[src/rtl/pio_pkg.sv]
// Shared definitions for the pio host-bus scheduler: pio action codes,
// scheduler state encoding and the bus geometry.
package pio_pkg;

   localparam int PIO_NUM_SM = 4;
   localparam int PIO_DW     = 32;
   localparam int PIO_SLOTS  = 2 * PIO_NUM_SM;
   localparam int PIO_SLOT_W = $clog2(PIO_SLOTS);

   typedef enum logic [3:0] {
      ACT_NONE  = 4'd0,
      ACT_INSTR = 4'd1,
      ACT_PEND  = 4'd2,
      ACT_PULL  = 4'd3,
      ACT_PUSH  = 4'd4,
      ACT_GRPS  = 4'd5,
      ACT_EN    = 4'd6,
      ACT_DIV   = 4'd7,
      ACT_SIDES = 4'd8,
      ACT_IMM   = 4'd9,
      ACT_SHIFT = 4'd10
   } pio_action_t;

   typedef enum logic [1:0] {
      ST_IDLE   = 2'd0,
      ST_ISSUE  = 2'd1,
      ST_HOLD   = 2'd2,
      ST_SETTLE = 2'd3
   } sched_state_t;

   // FIFO actions are reserved for the TX/RX streams; config may not use them
   function automatic logic is_fifo_action(input logic [3:0] act);
      return (act == ACT_PUSH) || (act == ACT_PULL);
   endfunction

endpackage

[src/rtl/rr_arb8.sv]
// Eight-request round-robin picker. The search starts at ptr and wraps;
// the first asserted request wins. Purely combinational -- the caller owns
// the pointer register.
module rr_arb8
   import pio_pkg::*;
(
   input  logic [PIO_SLOTS-1:0]  req,
   input  logic [PIO_SLOT_W-1:0] ptr,
   output logic [PIO_SLOT_W-1:0] gnt_idx,
   output logic                  gnt_valid
);

   logic [PIO_SLOT_W-1:0] probe;

   // Walk from the farthest offset back to ptr so the nearest request wins
   always_comb begin
      gnt_valid = 1'b0;
      gnt_idx   = ptr;
      probe     = ptr;
      for (int i = PIO_SLOTS - 1; i >= 0; i--) begin
         probe = ptr + PIO_SLOT_W'(i);
         if (req[probe]) begin
            gnt_valid = 1'b1;
            gnt_idx   = probe;
         end
      end
   end

endmodule

[src/rtl/pio_bus_sched.sv]
// Sole driver of the pio action bus. Shares it between one config requester,
// four TX streams (PUSH into the TX FIFOs) and RX draining (PULL from the RX
// FIFOs into a single tagged output word). Every operation runs
// IDLE -> ISSUE -> HOLD -> SETTLE so pio sees a one-cycle action pulse, a
// held data phase and a settle cycle before the FIFO flags are trusted again.
module pio_bus_sched
   import pio_pkg::*;
#(
   parameter int NUM_SM = PIO_NUM_SM,
   parameter int DW     = PIO_DW
)
(
   input  logic                 clk,
   input  logic                 reset,

   input  logic                 cfg_valid,
   input  logic [3:0]           cfg_action,
   input  logic [1:0]           cfg_mindex,
   input  logic [4:0]           cfg_index,
   input  logic [DW-1:0]        cfg_din,
   output logic                 cfg_ready,
   output logic                 cfg_err,

   input  logic [NUM_SM-1:0]    tx_valid,
   input  logic [NUM_SM*DW-1:0] tx_data,
   output logic [NUM_SM-1:0]    tx_ready,

   output logic                 rx_valid,
   output logic [DW-1:0]        rx_data,
   output logic [1:0]           rx_sm,
   input  logic                 rx_ready,

   output logic                 busy,

   output logic [1:0]           pio_mindex,
   output logic [4:0]           pio_index,
   output logic [DW-1:0]        pio_din,
   output logic [3:0]           pio_action,
   input  logic [DW-1:0]        pio_dout,
   input  logic [NUM_SM-1:0]    pio_tx_full,
   input  logic [NUM_SM-1:0]    pio_rx_empty
);

   sched_state_t              state;
   logic [PIO_SLOT_W-1:0]     rr_ptr;
   logic                      op_is_rx;

   logic [PIO_SLOTS-1:0]      req;
   logic [PIO_SLOT_W-1:0]     gnt_idx;
   logic                      gnt_valid;
   logic                      in_idle;
   logic                      cfg_grant;
   logic                      rr_grant;
   logic [NUM_SM-1:0][DW-1:0] tx_words;

   assign tx_words = tx_data;

   // Slot j pushes machine j's TX word; slot NUM_SM+j pulls machine j's RX FIFO
   always_comb begin
      req = '0;
      for (int j = 0; j < NUM_SM; j++) begin
         req[j]          = tx_valid[j] & ~pio_tx_full[j];
         req[NUM_SM + j] = ~pio_rx_empty[j] & ~rx_valid;
      end
   end

   rr_arb8 u_arb (
      .req       (req),
      .ptr       (rr_ptr),
      .gnt_idx   (gnt_idx),
      .gnt_valid (gnt_valid)
   );

   assign in_idle   = (state == ST_IDLE) && !reset;
   assign cfg_grant = in_idle && cfg_valid;
   assign rr_grant  = in_idle && !cfg_valid && gnt_valid;
   assign cfg_ready = cfg_grant;
   assign busy      = (state != ST_IDLE);

   // The accepting ready pulses in the IDLE cycle so the word handshaked is
   // exactly the word latched onto the pio bus at the same edge
   always_comb begin
      tx_ready = '0;
      if (rr_grant && !gnt_idx[PIO_SLOT_W-1]) begin
         tx_ready[gnt_idx[1:0]] = 1'b1;
      end
   end

   // Operation sequencer: grants in IDLE, one-cycle action pulse in ISSUE,
   // RX capture at the end of HOLD, then a settle cycle before re-arbitrating
   always_ff @(posedge clk) begin
      if (reset) begin
         state      <= ST_IDLE;
         rr_ptr     <= '0;
         op_is_rx   <= 1'b0;
         pio_action <= ACT_NONE;
         pio_din    <= '0;
         pio_index  <= '0;
         pio_mindex <= '0;
         rx_valid   <= 1'b0;
         rx_data    <= '0;
         rx_sm      <= '0;
         cfg_err    <= 1'b0;
      end else begin
         if (rx_valid && rx_ready) begin
            rx_valid <= 1'b0;
         end

         case (state)
            ST_IDLE: begin
               if (cfg_valid) begin
                  state      <= ST_ISSUE;
                  op_is_rx   <= 1'b0;
                  pio_mindex <= cfg_mindex;
                  pio_index  <= cfg_index;
                  pio_din    <= cfg_din;
                  if (is_fifo_action(cfg_action)) begin
                     pio_action <= ACT_NONE;
                     cfg_err    <= 1'b1;
                  end else begin
                     pio_action <= cfg_action;
                  end
               end else if (gnt_valid) begin
                  state      <= ST_ISSUE;
                  rr_ptr     <= gnt_idx + PIO_SLOT_W'(1);
                  pio_mindex <= gnt_idx[1:0];
                  pio_index  <= '0;
                  if (gnt_idx[PIO_SLOT_W-1]) begin
                     op_is_rx   <= 1'b1;
                     pio_action <= ACT_PULL;
                     pio_din    <= '0;
                  end else begin
                     op_is_rx   <= 1'b0;
                     pio_action <= ACT_PUSH;
                     pio_din    <= tx_words[gnt_idx[1:0]];
                  end
               end
            end

            ST_ISSUE: begin
               pio_action <= ACT_NONE;
               state      <= ST_HOLD;
            end

            ST_HOLD: begin
               if (op_is_rx) begin
                  rx_valid <= 1'b1;
                  rx_data  <= pio_dout;
                  rx_sm    <= pio_mindex;
               end
               state <= ST_SETTLE;
            end

            default: begin
               state <= ST_IDLE;
            end
         endcase
      end
   end

endmodule

[config.mk]
export PLATFORM = sky130hd
export DESIGN_NAME = pio_bus_sched
export DESIGN_NICKNAME = d
export VERILOG_FILES = /design/src/rtl/pio_pkg.sv /design/src/rtl/rr_arb8.sv /design/src/rtl/pio_bus_sched.sv
export SDC_FILE = /design/constraint.sdc
export NUM_CORES = 1
export LEC_CHECK = 0
export CAP_MARGIN = 10
export CORE_MARGIN = 2
export CORE_UTILIZATION = 44
export DETAILED_ROUTE_END_ITERATION = 10
export GPL_TIMING_DRIVEN = 0
export PLACE_DENSITY = 0.87
export REMOVE_ABC_BUFFERS = 1
export SLEW_MARGIN = 20
export SYNTH_ARGS = -nofsm -noshare
export SYNTH_HDL_FRONTEND = slang
export SYNTH_SLANG_ARGS = --single-unit
[constraint.sdc]
create_clock -name clk -period 8.7 [get_ports clk]
set_input_delay 1.74 -clock clk [delete_from_list [all_inputs] [get_ports clk]]
set_output_delay 1.74 -clock clk [all_outputs]
set_load 0.01 [all_outputs]
Yosys cells after proc, flatten, opt, wreduce, memory -nomap -nowiden
Cells that the tools add are included.
- register bits after elaboration: 85
- output and inout bits: 85
- input port bits: 219
- bitwise gates (word level): 18
- add/sub/neg operators: 8
- reduce and logical (&&, ||, !) cells: 20
- equal/unequal tests: 5
- muxes and demuxes: 58
- magnitude comparators: 10
- operator list (operator ; number):
    $mux W32 ; 4
    $bmux W32 S2 ; 1
    $lt A3 B4 Y1 const B ; 8
    $mux W3 ; 9
    $bmux W1 S3 ; 8
    $mux W1 ; 23
    $mux W4 ; 4
    $add A3 B3 Y3 const B ; 4
    $mux W5 ; 2
    $not A1 Y1 ; 10
    $and A1 B1 Y1 ; 8
    $mux W2 ; 4
    $pmux W4 S2 ; 1
    $logic_and A1 B1 Y1 ; 7
    $add A3 B1 Y3 const B ; 2
    $add A3 B2 Y3 const B ; 2
    $pmux W2 S3 ; 1
    $reduce_and A2 Y1 ; 3
    $reduce_and A3 Y1 ; 2
    $reduce_bool A2 Y1 ; 3
    $eq A4 B2 Y1 const B ; 1
    $eq A4 B3 Y1 const B ; 1
    $logic_not A1 Y1 ; 3
    $lt A2 B3 Y1 const B ; 1
    other kinds (7) ; 7

Longest topological paths before layout
Gate-level depths: netlist of the first run.
- depth after elaboration: 17
- mapped depth: 17
- mapped depth without buffers: 12

By module
From an unflattened synthesis of the first run, not the netlist that was laid out.
- cell total of the unflattened synthesis: 575
- area, all modules: 5170.0 sq um
- modules (own cells, without submodules) (module ; area an instance (sq um) ; cells an instance ; instances ; seq. area each (sq um)):
    pio_bus_sched ; 4362.9 ; 491 ; 1 ; 1701.6
    rr_arb8 ; 807.0 ; 84 ; 1 ; 0.0

Worst setup path after synthesis of the first run
Ideal clock, no wire load.
- path type: input-to-output
- from: in pio_tx_full[3]
- to: out tx_ready[3]
- cell stages on the path: 11
- setup slack: 2960 ps
- arrival: 4000 ps
- buffers on the path: 2
- cell sequence: or3b_1 -> and2_1 -> mux4_2 -> a21bo_1 -> a221o_2 -> buf_6 -> clkbuf_2 -> and2_1 -> ha_1 -> inv_1 -> nor2_1
- longest elaborated chain between the ends: 17
- elaborated cells on any way between the ends: 43
- RTL lines (what ; line ; source):
    start: declaration ; pio_bus_sched.sv:40 ; input logic [NUM_SM-1:0] pio_tx_full,
    $not A1 Y1 (*) ; pio_bus_sched.sv:62 ; req[j] = tx_valid[j] & ~pio_tx_full[j];
    $and A1 B1 Y1 (*) ; pio_bus_sched.sv:62 ;
    $bmux W1 S3 ; rr_arb8.sv:22 ; if (req[probe]) begin
    $mux W1 (not written as such) ; rr_arb8.sv:22 ;
    $mux W3 (8 in a row) ; rr_arb8.sv:22 ;
    $lt A2 B3 Y1 (not written as such) or $ge A2 B1 Y1 (tied branches) ; pio_bus_sched.sv:85 ; tx_ready[gnt_idx[1:0]] = 1'b1;
    $logic_and A1 B1 Y1 (not written as such) ; pio_bus_sched.sv:85 ;
    $mux W1 (not written as such) ; pio_bus_sched.sv:85 ;
    $demux W1 S2 ; pio_bus_sched.sv:85 ;
    $mux W4 (*) ; pio_bus_sched.sv:84 ; if (rr_grant && !gnt_idx[PIO_SLOT_W-1]) begin
    end: declaration ; pio_bus_sched.sv:26 ; output logic [NUM_SM-1:0] tx_ready,
Mark *: on every way between the ends. The rest lies on a longest branch, timed or not. The select of a mux whose other input is x is not followed.

Worst setup path in the final report of the first run
- from: in tx_valid[0]
- to: out tx_ready[1]
- longest elaborated chain between the ends: 16
- elaborated cells on any way between the ends: 42
- RTL lines (what ; line ; source):
    start: declaration ; pio_bus_sched.sv:24 ; input logic [NUM_SM-1:0] tx_valid,
    $and A1 B1 Y1 (*) ; pio_bus_sched.sv:62 ;
    $bmux W1 S3 ; rr_arb8.sv:22 ;
    $mux W1 (not written as such) ; rr_arb8.sv:22 ;
    $mux W3 (8 in a row) ; rr_arb8.sv:22 ;
    $lt A2 B3 Y1 (not written as such) or $ge A2 B1 Y1 (tied branches) ; pio_bus_sched.sv:85 ;
    $logic_and A1 B1 Y1 (not written as such) ; pio_bus_sched.sv:85 ;
    $mux W1 (not written as such) ; pio_bus_sched.sv:85 ;
    $demux W1 S2 ; pio_bus_sched.sv:85 ;
    $mux W4 (*) ; pio_bus_sched.sv:84 ;
Marks and branches as above.

==> flow_metrics.tcl, run 1 <==
set metrics [dict create \
    outcome "completed" \
    p_leak_nw 3.46 \
    core_mm2 0.0132 \
    min_period_over_period_pct 87.1 \
    dp_hpwl_mm 16.1 \
    synth.top_cells.by_count "dfxtp_1 (85), nand2_1 (84), a21oi_1 (79)" \
    relSlewSlack_pct 43.5 \
    synth_area_leaders "dfxtp_1 (28%), o211ai_1 (8.2%), a21boi_0 (7.3%)" \
    fin_total_pwr_w 0.00330 \
    drv_slew 0 \
    cp_max_fo 34 \
    cts_root_buffer "clkbuf_16" \
    antenna_found_initial 1 \
    grt_pass1_vias 6410 \
    wl_per_cell_um 18.4 \
    routed_wl_mm 22.0 \
    synth_top_area_share_pct 28.4 \
    overflow 0 \
    post_cts_buffers 0 \
    post_route_cells_drive_above_1_share_pct 6.28 \
    gr-usage-all-layers_pct 29.0 \
    io_pins 304 \
    dr_total_vias 6893 \
    yosys.cell_count.top_type "dfxtp_1" \
    die_w_um 121 \
    cts_htree_levels 3 \
    place_ws_ns 1.16 \
    synthArstFlopShare_pct 0 \
    yosysUniqueCellTypes 70 \
    syn_area_per_cell_um2 7.82 \
    skew_ns 0.0102 \
    hold_path.class "reg2reg" \
    rsz0062_at_grt "no" \
    rows 42 \
    area_growth_pct 58.4 \
    fin_nets 1243 \
    die_h_um 121 \
    ctsHoldBuffers 0 \
    end_kind "output pin" \
    grt_start_max_net_pins 70 \
    clockBufferDepth 2 \
    path_class "in2out" \
    syn_area_mm2 0.00599 \
    clock-sinks 85 \
    required_ns 6.96 \
    syn_inst 766 \
    vias_per_cell 5.76 \
    dieArea_mm2 0.0146 \
    setup_viol 0 \
    drt_iter0_drc 449 \
    tritoncts "done" \
    start_kind "input pin" \
    hold_viol_final 0 \
    utilization_pct 71.6 \
    period_minus_slack_ns 7.58 \
    fill_cells 1077 \
    grt_pass1_wl_mm 33.5 \
    gp_congestion 0.872 \
    synth_ff_type "dfxtp_1" \
    initial_utilization_pct 45.2 \
    post_cts_resized 0 \
    ys_warn_count 0 \
    clk_pin_slew_worst_paths_ns 0.07 \
    arrival_ns 5.84 \
    synth-seq-area-share_pct 28.4 \
    io_buffers 303 \
    clock_latency_ns 0.35 \
    dr.pass1.iters 5 \
    fmax_mhz 132 \
    max-vdd-ir-drop_mv 0.306 \
    post-route-drc-count 0 \
    synth-edff-count 0 \
    p_per_area_mw_per_mm2 348 \
    yosys.area.top_type "dfxtp_1" \
    numCtsBuffers 9 \
    ant_nets 0 \
    setup_ws_ns 1.12 \
    worstMarginPinSlew_ns 0.846 \
    synth_seq_cells 85 \
    maxCapViolations 0 \
]
==> per-stage QoR <==
stage                     cell area, µm²  std cells  hold slack (ns)  TNS (ns)
after floorplan                     5600        686            0.439    -0.309
final                               9480       1196            0.453         0
after global routing                9480       1196            0.469         0
after CTS                           9480       1195            0.455         0
after global placement              8860       1165            0.441    -74.08
after detailed placement            9200       1179            0.446         0
==> worst max-delay path, stage by stage <==
cell and delay [ns]:
clkdlybuf4s50_1 0.44, nor2b_1 0.16, mux4_2 0.54, a21oi_2 0.32, nand2_1 0.26, a211o_1 0.36, o21ai_4 0.58, buf_16 0.23
inv_2 0.30, ha_1 0.32, inv_1 0.05, nor2_1 0.04, clkdlybuf4s50_1 0.48
==> path summary, 6_finish.rpt <==
| path | from | endpoint | slack (ns) | cells after the start |
|---|---|---|---|---|
| worst min-delay path | pio_action[1] | pio_action[1] | 0.45 | 2 |
| worst max register to register | rr_ptr[0] | pio_din[13] | 3.98 | 12 |
| worst min register to register | pio_action[1] | pio_action[1] | 0.45 | 2 |
| worst max-delay path | tx_valid[0] | tx_ready[1] | 1.12 | 13 |
==> cell families after synthesis <==
kind of cell	Yosys count	synth area share, %
buffers and inverters	96	7.42
flip-flops	85	28.4
XOR/XNOR	5	0.857
AND/OR/NAND/NOR	259	21.7
adder cells (fa/ha/maj)	10	2.09
multiplexers	20	4.74
AO/OA/AOI/OAI	291	34.8
==> area by class of cell <==
class	instances	area (µm²)	share of cell area, %
multi-input combinational	585	3890	41.1
timing repair buffer	317	3320	35.0
sequential	85	1700	17.9
clock buffer	9	225	2.37
tap	176	220	2.32
inverter	16	60.1	0.633
clock inverter	7	57.6	0.607
antenna	1	2.50	0.0264
==> per-layer routing <==
| layer | track usage, % | wire [µm] | vias up |
|---|---|---|---|
| met5 | 0 | 0 | - |
| met4 | 9.38 | 432 | 0 |
| met3 | 7.36 | 1830 | 30 |
| met2 | 51.6 | 10900 | 307 |
| met1 | 33.8 | 8810 | 3229 |
| li1 | - | - | 3327 |
==> cells in the final DEF (no fill, tap or decap), types with 3 or more instances in the layout <==
master | netlist | layout
xnor2_1 | 3 | 3
nand2b_1 | 3 | 3
a21boi_0 | 58 | 58
and3_1 | 64 | 64
and2_1 | 9 | 8
clkdlybuf4s50_1 | 0 | 301
a211oi_1 | 8 | 8
dfxtp_1 | 85 | 85
inv_1 | 14 | 14
nand2_1 | 84 | 83
a311oi_1 | 28 | 28
a21oi_1 | 79 | 79
clkbuf_16 | 0 | 9
o211ai_1 | 65 | 65
nand3_1 | 6 | 6
a311oi_2 | 4 | 4
nor2b_1 | 6 | 6
buf_16 | 0 | 8
mux4_2 | 6 | 6
a22oi_1 | 7 | 7
o21ai_0 | 8 | 8
mux2i_1 | 10 | 10
nor2_1 | 57 | 57
mux2_2 | 3 | 3
buf_4 | 2 | 4
a21boi_1 | 7 | 7
nor3_1 | 8 | 8
ha_1 | 10 | 10
nand3b_1 | 5 | 5
==> state kept, by name, indices dropped and copies added (netlist names) <==
name        cells
pio_index       5
state           2
cfg_err         1
rx_valid        1
pio_din        32
rx_data        32
pio_mindex      2
rx_sm           2
pio_action      4
rr_ptr          3
op_is_rx        1
==> report_power, final <==
| group | leakage [nW] | total (W) | internal, W | switching (W) |
|---|---|---|---|---|
| combinational | 2.63 | 0.00237 | 0.00100 | 0.00137 |
| clock | 0.134 | 0.000377 | 0.000198 | 0.000179 |
| sequential | 0.695 | 0.000559 | 0.000479 | 0.0000793 |
Note: power is estimated with default switching activity, not from simulation.
==> run 2, diff against run 1 <==
--- a/config.mk
+++ b/config.mk
@@ -8,6 +8,7 @@
 export CAP_MARGIN = 10
 export CORE_MARGIN = 2
 export CORE_UTILIZATION = 44
+export CTS_BUF_LIST = sky130_fd_sc_hd__clkbuf_16
 export DETAILED_ROUTE_END_ITERATION = 10
 export GPL_TIMING_DRIVEN = 0
 export PLACE_DENSITY = 0.87
==> constraint.sdc (replaced) <==
create_clock -name clk -period 8.7 [get_ports clk]
set_input_delay 0.87 -clock clk [delete_from_list [all_inputs] [get_ports clk]]
set_output_delay 0.87 -clock clk [all_outputs]
set_load 0.01 [all_outputs]
==> results of run 2 <==
The final DEF is identical to that of run 1. Status: completed.
Main changes from that run: setup slack after placement 1.16 ns -> 2.90 ns; setup slack after layout 1.12 ns -> 2.59 ns; start point of the critical path tx_valid[0] -> rr_ptr[0]
==> run 3, diff against run 2 <==
--- a/config.mk
+++ b/config.mk
@@ -7,11 +7,11 @@
 export LEC_CHECK = 0
 export CAP_MARGIN = 10
 export CORE_MARGIN = 2
-export CORE_UTILIZATION = 44
+export CORE_UTILIZATION = 37
 export CTS_BUF_LIST = sky130_fd_sc_hd__clkbuf_16
 export DETAILED_ROUTE_END_ITERATION = 10
 export GPL_TIMING_DRIVEN = 0
-export PLACE_DENSITY = 0.87
+export PLACE_DENSITY = 0.78
 export REMOVE_ABC_BUFFERS = 1
 export SLEW_MARGIN = 20
 export SYNTH_ARGS = -nofsm -noshare
==> constraint.sdc (replaced) <==
create_clock -name clk -period 5 [get_ports clk]
set_input_delay 0.5 -clock clk [delete_from_list [all_inputs] [get_ports clk]]
set_output_delay 0.5 -clock clk [all_outputs]
set_load 0.01 [all_outputs]
==> run 3 against run 2 <==
Against the previous run:
- final cell count up 3.8%
- worst hold slack worse by 0.0023 ns
- clock skew up 0.0020 ns
- routed wire length up 4.8%
- combinational power up 82%
- total power up 80%
- cell area up 1.4%
- critical endpoint is now tx_ready[2]
- largest cell class unchanged
- largest power group unchanged
==> flow_metrics.tcl, run 3 (synthesized netlist as in run 1, its figures left out) <==
set metrics [dict create \
    outcome "completed" \
    start_kind "flop" \
    antenna_found_initial 2 \
    io_pins 304 \
    swShare_pct 49.5 \
    clock_latency_ns 0.35 \
    end_kind "output pin" \
    p_per_area_mw_per_mm2 617 \
    multiInputGateArea_mm2 0.00393 \
    most-common-layout-cells "clkdlybuf4s50_1 (301), nand2_1 (83), dfxtp_1 (82), a21oi_1 (79), o211ai_1 (65)" \
    area_growth_pct 60.6 \
    relSlewSlack_pct 36.0 \
    cts_htree_levels 3 \
    io_buffers 303 \
    power_frac_seq_pct 16.3 \
    place_ws_ns -0.251 \
    seq_area_mm2 0.00171 \
    fill_cells 1446 \
    arrival_ns 4.34 \
    path_class "reg2out" \
    post_route_cells_drive_above_1_share_pct 7.14 \
    finalNonFillerCells 1241 \
    min_period_over_period_pct 96.8 \
    hold_path.class "reg2reg" \
    cp_top_family "simple AND/OR/NAND/NOR gates" \
    period_minus_slack_ns 4.84 \
    rows 46 \
    setup_viol 0 \
    grt_start_max_net_pins 79 \
    p_comb_share_pct 72.6 \
    cp_slowest_cell "a221o_4" \
    worstMarginPinSlew_ns 0.953 \
    hold_viol_final 0 \
    layout_commonest_cell "clkdlybuf4s50_1" \
    cp_max_fo 26 \
    tritoncts "done" \
    ctsHoldBuffers 0 \
    cpPeakStageDelay_ns 0.61 \
    fin_tns_setup_ns 0 \
    p_int_w 0.00300 \
    drv_slew 0 \
    maxCapViolations 0 \
    dr.pass1.iters 4 \
    holdWs_ns 0.451 \
    ant_nets 0 \
    skew_ns 0.0122 \
    required_ns 4.50 \
    die_w_um 131 \
    dp.cells 1220 \
    clock-sinks 85 \
    core_mm2 0.0158 \
    die_h_um 131 \
    r2r_slack_ns 1.18 \
    cpMostUsedCell "inv_1" \
    reg.largest.list "pio_din (32), rx_data (32), pio_index (5)" \
    overflow 0 \
    clockBufferDepth 2 \
    worstPathCellList "inv_1, ha_1, inv_2, nor4_1, nor4_2, o21ai_2, a221o_4, and2_1, inv_1, ha_1, inv_1, nor2_1, clkdlybuf4s50_1" \
    max-vdd-ir-drop_mv 0.428 \
    pwr-share-clk_pct 11.1 \
    fmax_mhz 207 \
    dp_hpwl_mm 16.6 \
    wl_per_cell_um 18.6 \
    dr_total_vias 6866 \
    clk_pin_slew_worst_paths_ns 0.07 \
    fin_nets 1247 \
    gr-usage-all-layers_pct 25.8 \
    p_sw_w 0.00294 \
    numCtsBuffers 9 \
    cp.buffers_inverters 5 \
    gp_congestion 0.883 \
    cts_root_buffer "clkbuf_16" \
    p_leak_nw 3.49 \
    grt_pass1_vias 6630 \
    setup_ws_ns 0.162 \
    vias_per_cell 5.53 \
    post-route-drc-count 0 \
    initial_utilization_pct 37.8 \
    drt_iter0_drc 306 \
    routed_wl_mm 23.0 \
    grt_pass1_wl_mm 36.0 \
    dieArea_mm2 0.0172 \
]
run 3: changes by cell type in the layout (fill, tap and decap cells not counted), sizes merged:
cell,previous run,this run
a221o,1,2
buf,16,19
diode,1,2
run 3: power by group through the flow:
stage / clock, W / sequential [W] / combinational, W
finish: 0.000659 / 0.000967 / 0.00431
global route: 0.000707 / 0.000987 / 0.00469
CTS: 0.000676 / 0.000972 / 0.00417
detailed placement: 0 / 0.000983 / 0.00415
global placement: 0 / 0.000976 / 0.00373
floorplan: 0 / 0.00102 / 0.00238
run 3: what timing repair did:
action                     in CTS  in global routing
setup buffers                   0                  2
pin swaps                       0                  3
gates cloned                    0                  1
setup endpoints to repair       4                  4
resized for setup               4                  6
run 3: through the flow:
step | util [%] | instance area, µm² | total power (W)
2_1_floorplan | - | 5600 | 0.00340
3_3_place_gp | 56.3 | 8910 | 0.00471
3_5_place_dp | 58.6 | 9270 | 0.00513
4_1_cts | 60.4 | 9560 | 0.00582
5_1_grt | 60.8 | 9620 | 0.00638
6_report | 60.8 | 9620 | 0.00594
run 3: layout make-up:
cell class | count | share of cell area, %
clock inverter | 7 | 0.599
inverter | 16 | 0.703
timing repair buffer | 320 | 34.9
multi-input combinational | 586 | 40.8
clock buffer | 9 | 2.34
sequential | 85 | 17.8
antenna | 2 | 0.0520
tap | 216 | 2.81
run 3: final timing paths:
check,cells after the start,to,start
min,2,rx_data[4],rx_data[4]
max reg2reg,12,pio_din[12],rr_ptr[1]
max,13,tx_ready[2],rr_ptr[1]
min reg2reg,2,rx_data[4],rx_data[4]
run 3: per-layer routing:
layer	wire [µm]	global-route usage, %	up-vias	share of wire, %
li1	-	-	3343	-
met1	9580	31.2	3183	42
met4	1020	13.6	0	4.4
met2	10600	42.1	283	46
met3	1880	6.87	57	8.1
met5	0	0	-	0
run 3: worst register-to-register path: stages (launching register included):
cell and delay, ns:
dfxtp_2 0.49, inv_1 0.12, ha_1 0.42, inv_2 0.21, nor4_1 0.11, nor4_2 0.56
nand4_1 0.20, a31o_2 0.27, a21oi_4 0.44, buf_12 0.26, buf_16 0.20, o211ai_1 0.18
a311oi_1 0.25
